===== config.mk =====
export PLATFORM = sky130hd
export DESIGN_NAME = turn_manager
export DESIGN_NICKNAME = d
export VERILOG_FILES = /design/src/rtl/game_pkg.sv /design/src/rtl/lfsr16.sv /design/src/rtl/turn_manager.sv
export SDC_FILE = /design/constraint.sdc
export NUM_CORES = 1
export LEC_CHECK = 0
export BUFFER_PORTS_ARGS = -buffer_cell sky130_fd_sc_hd__buf_2
export CAP_MARGIN = 20
export CORE_MARGIN = 3
export CORE_UTILIZATION = 35
export DETAILED_ROUTE_END_ITERATION = 8
export PLACE_DENSITY = 0.5
export SYNTH_ARGS = -nofsm -noshare
export SYNTH_HDL_FRONTEND = slang
export SYNTH_SLANG_ARGS = --single-unit

===== constraint.sdc =====
create_clock -name clk -period 5.85 [get_ports clk]
set_input_delay 1.17 -clock clk [delete_from_list [all_inputs] [get_ports clk]]
set_output_delay 1.17 -clock clk [all_outputs]
set_load 0.01 [all_outputs]

===== src/rtl/game_pkg.sv =====
// Shared definitions for the cat/dog game: turn-sequencer state codes,
// the 65 MHz one-second constant and the wind clamp helper.
package game_pkg;

    localparam int unsigned ONE_SECOND = 32'd65_000_000;

    localparam logic [2:0] ST_IDLE       = 3'd0;
    localparam logic [2:0] ST_CAT_TURN   = 3'd1;
    localparam logic [2:0] ST_GAP_TO_DOG = 3'd2;
    localparam logic [2:0] ST_DOG_TURN   = 3'd3;
    localparam logic [2:0] ST_GAP_TO_CAT = 3'd4;
    localparam logic [2:0] ST_END        = 3'd5;

    // Raw two's-complement nibble to wind; -8 has no positive mirror so it becomes -7.
    function automatic logic [3:0] clamp_wind(input logic [3:0] raw);
        if (raw == 4'b1000) begin
            return 4'b1001;
        end else begin
            return raw;
        end
    endfunction

endpackage


===== src/rtl/lfsr16.sv =====
// Free-running 16-bit Fibonacci LFSR (taps 16,14,13,11), reusable by any
// effect that needs cheap pseudo-random bits.
module lfsr16 #(
    parameter logic [15:0] SEED = 16'hACE1
) (
    input  logic        clk,
    input  logic        rst_n,
    output logic [15:0] state
);

    logic feedback_s;

    assign feedback_s = state[15] ^ state[13] ^ state[12] ^ state[10];

    // Shift register advances every cycle; the seed must be non-zero.
    always_ff @(posedge clk or negedge rst_n) begin
        if (!rst_n) begin
            state <= SEED;
        end else begin
            state <= {state[14:0], feedback_s};
        end
    end

endmodule


===== src/rtl/turn_manager.sv =====
// Top-level turn sequencer: alternates cat and dog turns with a fixed gap,
// forces turn changes on timeout, samples wind per turn and freezes on game over.
module turn_manager
    import game_pkg::*;
#(
    parameter int unsigned TURN_GAP_CYCLES     = ONE_SECOND,
    parameter int unsigned TURN_TIMEOUT_CYCLES = 32'd650_000_000,
    parameter logic [15:0] LFSR_SEED           = 16'hACE1
) (
    input  logic       clk,
    input  logic       rst_n,
    input  logic       start,
    input  logic       cat_turn_done,
    input  logic       dog_turn_done,
    input  logic       game_over,
    output logic       cat_turn,
    output logic       dog_turn,
    output logic [3:0] wind,
    output logic [7:0] turn_count,
    output logic       timeout,
    output logic       game_end
);

    localparam logic [31:0] GAP_LAST     = 32'(TURN_GAP_CYCLES - 32'd1);
    localparam logic [31:0] TIMEOUT_LAST = 32'(TURN_TIMEOUT_CYCLES - 32'd1);

    logic [2:0]  state_r;
    logic [2:0]  state_nxt_s;
    logic [31:0] cnt_r;
    logic        turn_exit_s;
    logic        timeout_s;
    logic        turn_entry_s;
    logic        restart_s;
    logic [15:0] lfsr_s;
    logic        lfsr_unused_s;

    lfsr16 #(.SEED(LFSR_SEED)) u_lfsr (
        .clk   (clk),
        .rst_n (rst_n),
        .state (lfsr_s)
    );

    assign lfsr_unused_s = ^lfsr_s[15:4];

    // Next-state selection; game_over outranks done, done outranks timeout.
    always_comb begin
        state_nxt_s = state_r;
        turn_exit_s = 1'b0;
        timeout_s   = 1'b0;
        case (state_r)
            ST_IDLE: begin
                if (start) begin
                    state_nxt_s = ST_CAT_TURN;
                end else begin
                    state_nxt_s = ST_IDLE;
                end
            end
            ST_CAT_TURN: begin
                if (game_over) begin
                    state_nxt_s = ST_END;
                end else if (cat_turn_done) begin
                    state_nxt_s = ST_GAP_TO_DOG;
                    turn_exit_s = 1'b1;
                end else if (cnt_r == TIMEOUT_LAST) begin
                    state_nxt_s = ST_GAP_TO_DOG;
                    turn_exit_s = 1'b1;
                    timeout_s   = 1'b1;
                end else begin
                    state_nxt_s = ST_CAT_TURN;
                end
            end
            ST_GAP_TO_DOG: begin
                if (game_over) begin
                    state_nxt_s = ST_END;
                end else if (cnt_r == GAP_LAST) begin
                    state_nxt_s = ST_DOG_TURN;
                end else begin
                    state_nxt_s = ST_GAP_TO_DOG;
                end
            end
            ST_DOG_TURN: begin
                if (game_over) begin
                    state_nxt_s = ST_END;
                end else if (dog_turn_done) begin
                    state_nxt_s = ST_GAP_TO_CAT;
                    turn_exit_s = 1'b1;
                end else if (cnt_r == TIMEOUT_LAST) begin
                    state_nxt_s = ST_GAP_TO_CAT;
                    turn_exit_s = 1'b1;
                    timeout_s   = 1'b1;
                end else begin
                    state_nxt_s = ST_DOG_TURN;
                end
            end
            ST_GAP_TO_CAT: begin
                if (game_over) begin
                    state_nxt_s = ST_END;
                end else if (cnt_r == GAP_LAST) begin
                    state_nxt_s = ST_CAT_TURN;
                end else begin
                    state_nxt_s = ST_GAP_TO_CAT;
                end
            end
            ST_END: begin
                if (game_over) begin
                    state_nxt_s = ST_END;
                end else if (start) begin
                    state_nxt_s = ST_CAT_TURN;
                end else begin
                    state_nxt_s = ST_END;
                end
            end
            default: begin
                state_nxt_s = ST_IDLE;
            end
        endcase
    end

    assign turn_entry_s = (state_nxt_s != state_r) &&
                          ((state_nxt_s == ST_CAT_TURN) || (state_nxt_s == ST_DOG_TURN));
    assign restart_s    = (state_nxt_s == ST_CAT_TURN) &&
                          ((state_r == ST_IDLE) || (state_r == ST_END));

    // State, cycle counter and the state-decoded outputs move on the same edge.
    always_ff @(posedge clk or negedge rst_n) begin
        if (!rst_n) begin
            state_r  <= ST_IDLE;
            cnt_r    <= 32'd0;
            cat_turn <= 1'b0;
            dog_turn <= 1'b0;
            game_end <= 1'b0;
            timeout  <= 1'b0;
        end else begin
            state_r  <= state_nxt_s;
            if (state_nxt_s != state_r) begin
                cnt_r <= 32'd0;
            end else begin
                cnt_r <= cnt_r + 32'd1;
            end
            cat_turn <= (state_nxt_s == ST_CAT_TURN);
            dog_turn <= (state_nxt_s == ST_DOG_TURN);
            game_end <= (state_nxt_s == ST_END);
            timeout  <= timeout_s;
        end
    end

    // Wind sampled once per turn entry, held otherwise.
    always_ff @(posedge clk or negedge rst_n) begin
        if (!rst_n) begin
            wind <= 4'd0;
        end else if (turn_entry_s) begin
            wind <= clamp_wind(lfsr_s[3:0]);
        end else begin
            wind <= wind;
        end
    end

    // Completed-turn counter: cleared on (re)start, saturates at 255.
    always_ff @(posedge clk or negedge rst_n) begin
        if (!rst_n) begin
            turn_count <= 8'd0;
        end else if (restart_s) begin
            turn_count <= 8'd0;
        end else if (turn_exit_s && (turn_count != 8'hFF)) begin
            turn_count <= turn_count + 8'd1;
        end else begin
            turn_count <= turn_count;
        end
    end

endmodule

==> results.sh, run 1 <==
export IMPL_run_status="complete, no violations"
export IMPL_max_cap_viol_count=0
export IMPL_cts_hold_buffers=0
export IMPL_start_util_pct=36.5
export IMPL_vias_per_cell=5.18
export IMPL_grtUsageTotal_pct=13.7
export IMPL_yosysWarningCount=0
export IMPL_criticalPathCategory="register to register"
export IMPL_clkLatencyLatePin_ps=340
export IMPL_synth_seq_cells=67
export IMPL_post_synth_edffs=0
export IMPL_min_path_type="register to register"
export IMPL_die_area_um2=10400
export IMPL_layout_worst_path_cycle_share_pct=47.6
export IMPL_postPlaceCellArea_um2=3430
export IMPL_grt_start_max_net_pins=68
export IMPL_final_net_count=339
export IMPL_chipHeight_um=102
export IMPL_core_area_um2=8810
export IMPL_worst_hold_path_num_cells=0
export IMPL_syn_area_cell_um2=10.5
export IMPL_timing_final_max_slew_violations=0
export IMPL_grt_overflow=0
export IMPL_power_share_switching_pct=32.4
export IMPL_pin_count=22
export IMPL_slew_headroom_pct=32.9
export IMPL_ant_nets=0
export IMPL_post_cts_resize_count=0
export IMPL_routedWlPerCell_um=14.6
export IMPL_cts_path_max_buffers=2
export IMPL_port_buffers=21
export IMPL_fin_tns_setup_ps=0
export IMPL_grt_antenna_before_repair=0
export IMPL_maxClockFrequency_mhz=359
export IMPL_power_net_switching_mw=0.374
export IMPL_first_iter_violations=147
export IMPL_worst_hold_startpoint="u_lfsr.state[14]"
export IMPL_detailed_place_hpwl_um=4260
export IMPL_cts_root_buf="clkbuf_8"
export IMPL_post_route_cell_area_um2=3620
export IMPL_least_margin_pin_slew_ps=997
export IMPL_postSynthCellCount=305
export IMPL_clock_power_share_pct=31.9
export IMPL_drt_pre_antenna_iters=4
export IMPL_synth_cell_area_um2=3210
export IMPL_reg2reg_to="cnt_r[24]"
export IMPL_fraction_of_final_layout_cells_with_drive_strength_greater_than_1_pct=17.9
export IMPL_grt_setup_unrepaired="no"
export IMPL_internal_power_mw=0.782
export IMPL_filler_cell_count=863
export IMPL_clock_tree_from_tritoncts="built"
export IMPL_syn_num_nets=313
export IMPL_core_rowCount=34
export IMPL_final_setup_viol_count=0
export IMPL_synthFlopType="dfrtp_1"
export IMPL_worst_setup_hold_path_clk_slew_ps=70
export IMPL_seq_area_um2=1690
export IMPL_gpl_final_weighted_congestion=0.793
export IMPL_synthToLayoutAreaGrowth_pct=12.6
export IMPL_finalWorstPathRequiredPeriod_ps=2780
export IMPL_worst_path_maximum_fanout=32
export IMPL_numCtsBuffers=9
export IMPL_synth_sequential_area_ratio_pct=52.5
export IMPL_power_density_nw_per_um2=319
export IMPL_rrSetupSlack_ps=3070
export IMPL_endpoint_type_of_the_worst_setup_path="register"
export IMPL_cp_arrival_ps=3050
export IMPL_worst_r2r_path_depth=8
export IMPL_detailroute_via_count=2298
export IMPL_antenna_diode_count=0
export IMPL_multi_input_area_um2=1470
export IMPL_post_route_drc_count=0
export IMPL_crit_required_ps=6110
export IMPL_worst_setup_start_kind="register"
export IMPL_synth_cell_type_count=53
export IMPL_critical_path_reg2reg_startpoint="cnt_r[0]"
export IMPL_skew_ps=10.9
export IMPL_wire_length_after_detailed_routing_um=6480
export IMPL_peakVddDrop_uv=105
export IMPL_cts_sinks=67
export IMPL_synth_async_sr_flop_share_pct=100
export IMPL_global_route_wire_length_before_repair_um=11200
export IMPL_post_cts_setup_buffer_count=0
export IMPL_proportion_of_power_drawn_by_flip_flops_and_latches_pct=45.7
export IMPL_die_width_um=102
export IMPL_grt_pass1_vias=2242
export IMPL_static_leakage_power_nw=1.55
export IMPL_cts_htree_levels=3
export IMPL_whs_endpoint="u_lfsr.state[15]"
export IMPL_pwr_share_comb_pct=22.4
export IMPL_final_hold_viol_count=0
-- flip-flops by register name, summed over array words and instances (netlist names) --
signal,flops
u_lfsr.state,16
cnt_r,32
timeout,1
turn_count,8
wind,4
dog_turn,1
game_end,1
cat_turn,1
state_r,3
-- per-stage QoR --
step	std cells	hold WS (ps)	setup WS [ps]	total power, mW	util, %
floorplan	305	331	3070	0.723	-
global placement	428	335	2940	0.803	39.0
detailed placement	428	335	2920	0.802	39.0
CTS	444	348	3020	1.18	41.1
global route	444	369	2800	1.23	41.1
finish	444	346	3070	1.16	41.1
-- cell families (layout without fill, tap and decap cells) --
group | Yosys count | in the layout | synth area share [%]
and+or+nand+nor | 136 | 136 | 22.5
DFF | 67 | 67 | 52.5
AOI/OAI and AO/OA | 42 | 42 | 9.97
xor gates and xnor gates | 39 | 39 | 10.6
buffers and inverters | 13 | 44 | 1.67
muxes | 6 | 6 | 1.99
adders and majority gates | 2 | 2 | 0.778
-- synth_stat cells (3+ instances only) --
master / count / area [um^2]
nor3b_1: 3 / 22.5
a21oi_1: 14 / 70.1
nand3_1: 16 / 80.1
dfrtp_1: 59 / 1480
and2_1: 5 / 31.3
inv_1: 5 / 18.8
and4_1: 5 / 43.8
nand4_1: 7 / 43.8
nand2b_1: 6 / 37.5
xnor2_1: 18 / 158
dfstp_2: 8 / 210
nor3_1: 7 / 35.0
nand2_1: 19 / 71.3
xor2_1: 21 / 184
a31oi_1: 3 / 18.8
nor4_1: 6 / 37.5
and3_1: 6 / 37.5
mux2_2: 3 / 33.8
clkbuf_1: 4 / 15.0
a211oi_1: 4 / 30.0
mux2i_1: 3 / 30.0
buf_2: 4 / 20.0
nor2_1: 42 / 158
-- cell type report --
cell class / instances / share of cell area, %
Clock inverter: 6 / 1.59
Inverter: 5 / 0.518
Clock buffer: 10 / 3.53
Multi-Input combinational cell: 225 / 40.7
Tap cell: 108 / 3.73
Sequential cell: 67 / 46.6
Timing Repair Buffer: 23 / 3.32
-- power groups by stage --
stage / logic [mW] / registers [mW] / clock network [mW]
2_1_floorplan: 0.199 / 0.524 / 0
3_3_place_gp: 0.264 / 0.539 / 0
3_5_place_dp: 0.265 / 0.537 / 0
4_1_cts: 0.266 / 0.527 / 0.388
5_1_grt: 0.292 / 0.533 / 0.409
6_report: 0.259 / 0.528 / 0.369
-- per-layer routing --
metal / track usage (%) / wire length, um / share of wire [%] / vias to the layer above
li1: - / - / - / 1136
met1: 19.4 / 3290 / 51 / 1122
met2: 20.1 / 2920 / 45 / 31
met3: 2.59 / 174 / 2.7 / 9
met4: 6.56 / 91 / 1.4 / 0
met5: 0 / 0 / 0 / -
-- cell usage in the layout, fill, tap and decap left out, drive strengths merged, types with 6 or more instances in the layout --
| cell type | instances |
|---|---|
| and3 | 6 |
| buf | 23 |
| nand2 | 20 |
| dfstp | 8 |
| clkbuf | 10 |
| nor4 | 7 |
| nor2 | 42 |
| nand2b | 6 |
| nor3 | 7 |
| a21oi | 14 |
| dfrtp | 59 |
| xnor2 | 18 |
| nand3 | 16 |
| nand4 | 7 |
| xor2 | 21 |
-- worst max-delay path by stage --
stage / from / to / cells past startpoint
floorplan: game_over / wind[1] / 7
global placement: game_over / wind[3] / 7
detailed placement: game_over / wind[3] / 7
CTS: cnt_r[0] / cat_turn / 7
global route: cnt_r[0] / cnt_r[8] / 8
finish: cnt_r[0] / cnt_r[24] / 8
-- worst max-delay path, cell delays in order, from the launching register on --
cell	delay, ps
dfrtp_1	390
ha_1	240
and4_1	320
nand4_1	180
nor3_1	620
o31ai_1	210
o31a_1	310
buf_4	240
nor2_1	170
(Power assumes the default switching activity.)
==> inputs of run 2 (changes only) <==
Clock period 5.85 ns to 2.9 ns, I/O delays scaled along.
==> results.sh, run 2 (synthesized netlist as in run 1, its figures left out) <==
export IMPL_final_hold_viol_count=0
export IMPL_max_reg_flops=32
export IMPL_crit_slowest_cell="or4b_2"
export IMPL_skew_ps=4.25
export IMPL_post_route_drc_count=0
export IMPL_criticalPathCategory="register to register"
export IMPL_worst_setup_start_kind="register"
export IMPL_proportion_of_power_drawn_by_flip_flops_and_latches_pct=44.7
export IMPL_fin_tns_setup_ps=0
export IMPL_timing_final_max_slew_violations=0
export IMPL_layout_common_cells="dfrtp_1 (59), nor2_1 (42), xor2_1 (21), buf_2 (21), nand2_1 (19)"
export IMPL_rrSetupSlack_ps=260
export IMPL_worst_setup_hold_path_clk_slew_ps=70
export IMPL_grt_overflow=0
export IMPL_endpoint_type_of_the_worst_setup_path="register"
export IMPL_start_util_pct=36.5
export IMPL_peakVddDrop_uv=249
export IMPL_final_net_count=346
export IMPL_slew_headroom_pct=56.5
export IMPL_finalWorstPathRequiredPeriod_ps=2640
export IMPL_vias_per_cell=5.15
export IMPL_min_path_type="input port to async pin"
export IMPL_core_area_um2=8810
export IMPL_drt_pre_antenna_iters=4
export IMPL_filler_cell_count=875
export IMPL_grtUsageTotal_pct=14.0
export IMPL_critPathTopFamily="simple AND/OR/NAND/NOR gates"
export IMPL_power_share_switching_pct=31.8
export IMPL_final_setup_viol_count=0
export IMPL_largest_registers="cnt_r (32), u_lfsr.state (16), turn_count (8)"
export IMPL_reg2reg_to="turn_count[4]"
export IMPL_wire_length_after_detailed_routing_um=6540
export IMPL_chipHeight_um=102
export IMPL_die_width_um=102
export IMPL_power_net_switching_mw=0.761
export IMPL_path_cells="or4b_2 > nor4_1 > a31oi_1 > or3_4 > a221oi_4 > buf_12 > a21oi_1"
export IMPL_detailed_place_hpwl_um=4560
export IMPL_global_route_wire_length_before_repair_um=11300
export IMPL_cts_path_max_buffers=2
export IMPL_post_route_cell_area_um2=3690
export IMPL_pin_count=22
export IMPL_grt_start_max_net_pins=33
export IMPL_detailroute_via_count=2324
export IMPL_ant_nets=0
export IMPL_numCtsBuffers=9
export IMPL_core_rowCount=34
export IMPL_crit_required_ps=3100
export IMPL_most_common_cell_after_layout_fill_and_taps_aside="dfrtp_1"
export IMPL_cts_sinks=67
export IMPL_clock_tree_from_tritoncts="built"
export IMPL_static_leakage_power_nw=1.60
export IMPL_routedWlPerCell_um=14.5
export IMPL_cp_arrival_ps=2840
export IMPL_die_area_um2=10400
export IMPL_gpl_final_weighted_congestion=0.780
export IMPL_antenna_diode_count=0
export IMPL_worst_path_maximum_fanout=10
export IMPL_grt_antenna_before_repair=0
export IMPL_max_cap_viol_count=0
export IMPL_critical_path_reg2reg_startpoint="cnt_r[21]"
export IMPL_grt_pass1_vias=2221
export IMPL_port_buffers=21
export IMPL_cts_root_buf="clkbuf_8"
export IMPL_pwr_share_comb_pct=23.2
export IMPL_clkLatencyLatePin_ps=340
export IMPL_run_status="complete, no violations"
export IMPL_timing_critical_path_slowest_cell_delay_ps=670
export IMPL_postPlaceCellArea_um2=3480
export IMPL_synthToLayoutAreaGrowth_pct=14.9
export IMPL_grt_setup_unrepaired="no"
export IMPL_worst_r2r_path_depth=7
export IMPL_internal_power_mw=1.63
export IMPL_cp_num_cells=7
export IMPL_regMostFlops="cnt_r"
export IMPL_power_density_nw_per_um2=648
export IMPL_clock_power_share_pct=32.2
export IMPL_layout_worst_path_cycle_share_pct=90.9
export IMPL_critical_path_buf_inv_count=1
export IMPL_cts_htree_levels=3
export IMPL_cp_startpoint="cnt_r[21]"
export IMPL_least_margin_pin_slew_ps=634
export IMPL_maxClockFrequency_mhz=379
export IMPL_fraction_of_final_layout_cells_with_drive_strength_greater_than_1_pct=19.5
export IMPL_first_iter_violations=101
## run 2: changes by cell type in the layout (fill, tap and decap cells not counted)
cell	previous run	this run
clkinv_2	4	3
buf_12	0	1
clkbuf_8	9	10
clkinv_4	0	1
clkinvlp_4	1	0
buf_4	2	8
## run 2: area by class of cell
cell class                 instances  area [um^2]  share of cell area, %
multi-input combinational        225         1470                   39.9
sequential                        67         1690                   45.6
clock buffer                      11          141                   3.83
clock inverter                     5         53.8                   1.46
timing repair buffer              30          185                   5.01
inverter                           5         18.8                  0.508
tap                              108          135                   3.66
## run 2: layer usage
layer | global-route usage [%] | routed length (um) | vias to the layer above
met5 | 0 | 0 | -
met2 | 20.8 | 2950 | 34
met1 | 19.7 | 3270 | 1132
li1 | - | - | 1150
met3 | 3.75 | 226 | 8
met4 | 4.84 | 104 | 0
## run 2: per-stage QoR
stage,hold WS [ps],power [mW],utilization (%),worst slack [ps],instances
floorplan,284,1.46,-,523,305
global placement,334,1.61,39.5,320,434
detailed placement,342,1.61,39.5,226,434
CTS,162,2.40,41.7,209,450
global route,179,2.55,42.0,73.5,451
finish,156,2.40,42.0,263,451
## run 2: worst register-to-register path: cells and delay by family (launching register included)
| family | cells | cell delay [ps] |
|---|---|---|
| simple gates | 3 | 1400 |
| compound gates | 3 | 520 |
| flops | 1 | 430 |
| buf+inv | 1 | 160 |
## run 2: worst max-delay path by stage
| stage | to | slack [ps] |
|---|---|---|
| 2_1_floorplan | turn_count[0] | 520 |
| 3_3_place_gp | wind[3] | 320 |
| 6_report | turn_count[4] | 260 |
| 3_5_place_dp | turn_count[0] | 230 |
| 5_1_grt | cnt_r[14] | 70 |
| 4_1_cts | turn_count[4] | 210 |
## run 2: power groups by stage
stage | clock network [mW] | registers (mW) | logic (mW)
after floorplan | 0 | 1.06 | 0.402
after global placement | 0 | 1.09 | 0.527
after detailed placement | 0 | 1.08 | 0.529
after global routing | 0.843 | 1.08 | 0.623
after CTS | 0.802 | 1.07 | 0.534
final | 0.770 | 1.07 | 0.555
## run 2: repair_timing
action / CTS / global route
hold buffers: 0 / 0
setup endpoints to repair: 0 / 1
setup buffers: 0 / 1
gates resized for setup: 0 / 0
==> inputs of run 3 (changes only) <==
==> constraint.sdc (replaced) <==
create_clock -name clk -period 3.3 [get_ports clk]
set_input_delay 0.495 -clock clk [delete_from_list [all_inputs] [get_ports clk]]
set_output_delay 0.495 -clock clk [all_outputs]
set_load 0.01 [all_outputs]
==> results.sh, run 3 (synthesized netlist as in run 1, its figures left out) <==
export IMPL_skew_ps=7.40
export IMPL_grt_pass1_vias=2355
export IMPL_cts_path_max_buffers=2
export IMPL_drt_pre_antenna_iters=4
export IMPL_layout_common_cells="dfrtp_1 (59), nor2_1 (42), xor2_1 (21), buf_2 (21), nand2_1 (19)"
export IMPL_clkLatencyLatePin_ps=340
export IMPL_min_path_type="input port to async pin"
export IMPL_filler_cell_count=846
export IMPL_seq_area_um2=1690
export IMPL_grt_overflow=0
export IMPL_start_util_pct=36.5
export IMPL_grt_setup_unrepaired="no"
export IMPL_post_cts_setup_buffer_count=0
export IMPL_worst_path_maximum_fanout=10
export IMPL_core_rowCount=34
export IMPL_timing_hold_ws_ps=232
export IMPL_cts_root_buf="clkbuf_8"
export IMPL_cts_htree_levels=3
export IMPL_timing_critical_path_slowest_cell_delay_ps=690
export IMPL_post_cts_resize_count=0
export IMPL_criticalPathCategory="register to register"
export IMPL_slew_headroom_pct=47.3
export IMPL_multi_input_area_um2=1470
export IMPL_endpoint_type_of_the_worst_setup_path="register"
export IMPL_largest_registers="cnt_r (32), u_lfsr.state (16), turn_count (8)"
export IMPL_grt_start_max_net_pins=36
export IMPL_core_area_um2=8810
export IMPL_final_setup_viol_count=0
export IMPL_regMostFlops="cnt_r"
export IMPL_fin_tns_setup_ps=0
export IMPL_utilization_pct=41.9
export IMPL_cp_arrival_ps=2940
export IMPL_max_reg_flops=32
export IMPL_cts_sinks=67
export IMPL_final_net_count=344
export IMPL_power_density_nw_per_um2=577
export IMPL_layout_worst_path_cycle_share_pct=83.0
export IMPL_max_cap_viol_count=0
export IMPL_numCtsBuffers=9
export IMPL_least_margin_pin_slew_ps=791
export IMPL_gpl_final_weighted_congestion=0.805
export IMPL_synthToLayoutAreaGrowth_pct=14.8
export IMPL_clock_tree_from_tritoncts="built"
export IMPL_grt_antenna_before_repair=0
export IMPL_wl_met2_um=2980
export IMPL_die_width_um=102
export IMPL_detailed_place_hpwl_um=4590
export IMPL_vias_per_cell=5.23
export IMPL_finalWorstPathRequiredPeriod_ps=2740
export IMPL_fraction_of_final_layout_cells_with_drive_strength_greater_than_1_pct=19.4
export IMPL_final_hold_viol_count=0
export IMPL_worst_r2r_path_depth=6
export IMPL_worst_setup_hold_path_clk_slew_ps=80
export IMPL_fin_cells=449
export IMPL_port_buffers=21
export IMPL_antenna_diode_count=0
export IMPL_cts_hold_buffers=0
export IMPL_run_status="complete, no violations"
export IMPL_routedWlPerCell_um=14.8
export IMPL_routed_wl_met3_um=224
export IMPL_placedCellCount=433
export IMPL_wire_length_after_detailed_routing_um=6650
export IMPL_global_route_wire_length_before_repair_um=11500
export IMPL_timing_final_max_slew_violations=0
export IMPL_highest_signal_layer="met4"
export IMPL_chipHeight_um=102
export IMPL_peakVddDrop_uv=197
export IMPL_ant_nets=0
export IMPL_wl_met1_um=3370
export IMPL_pin_count=22
export IMPL_die_area_um2=10400
export IMPL_static_leakage_power_nw=1.59
export IMPL_most_common_cell_after_layout_fill_and_taps_aside="dfrtp_1"
export IMPL_detailroute_via_count=2348
export IMPL_path_cells="or4b_2 > nor4_1 > a31oi_1 > or3_4 > a221oi_4 > a21oi_1"
export IMPL_crit_required_ps=3500
export IMPL_post_route_drc_count=0
export IMPL_first_iter_violations=101
export IMPL_worst_setup_start_kind="register"
export IMPL_maxClockFrequency_mhz=365
export IMPL_grtUsageTotal_pct=13.8
export IMPL_crit_slowest_cell="or4b_2"
[run 3: critical path: cells and delay by family, from the launching register on]
family / cells / cell delay (ps)
AOI/OAI and AO/OA: 3 / 760
and+or+nand+nor: 3 / 1380
DFF: 1 / 470
[run 3: cell type report]
class	instances	share of cell area, %
clock inverters	7	2.20
well taps	108	3.66
flip-flops and latches	67	45.7
clock buffers	9	3.36
repair buffers	28	4.61
multi-input cells	225	39.9
inverters	5	0.509
[run 3: final timing paths]
path,startpoint,end,slack [ps]
max,cnt_r[6],turn_count[3],560
min,rst_n,cnt_r[30],230
max reg2reg,cnt_r[6],turn_count[3],560
min reg2reg,u_lfsr.state[14],u_lfsr.state[15],360
max in group asynchronous,rst_n,u_lfsr.state[15],2340
min in group clk,u_lfsr.state[14],u_lfsr.state[15],360
[run 3: layer usage]
layer  vias up  GRT usage (%)
met2        37           21.0
li1       1143              -
met4         0           3.94
met1      1163           19.7
met5         -              0
met3         5           3.28
[run 3: where the power goes]
part	leakage, nW	internal, mW	switching (mW)
combinational	0.594	0.185	0.289
sequential	0.893	0.869	0.0710
clock	0.102	0.362	0.353
[run 3: per-stage QoR]
step           power [mW]  area (um^2)  setup WS (ps)
6_report             2.13         3690            563
5_1_grt              2.26         3690            324
4_1_cts              2.17         3690            532
3_5_place_dp         1.44         3480            546
3_3_place_gp         1.44         3480            602
2_1_floorplan        1.28         3210            923
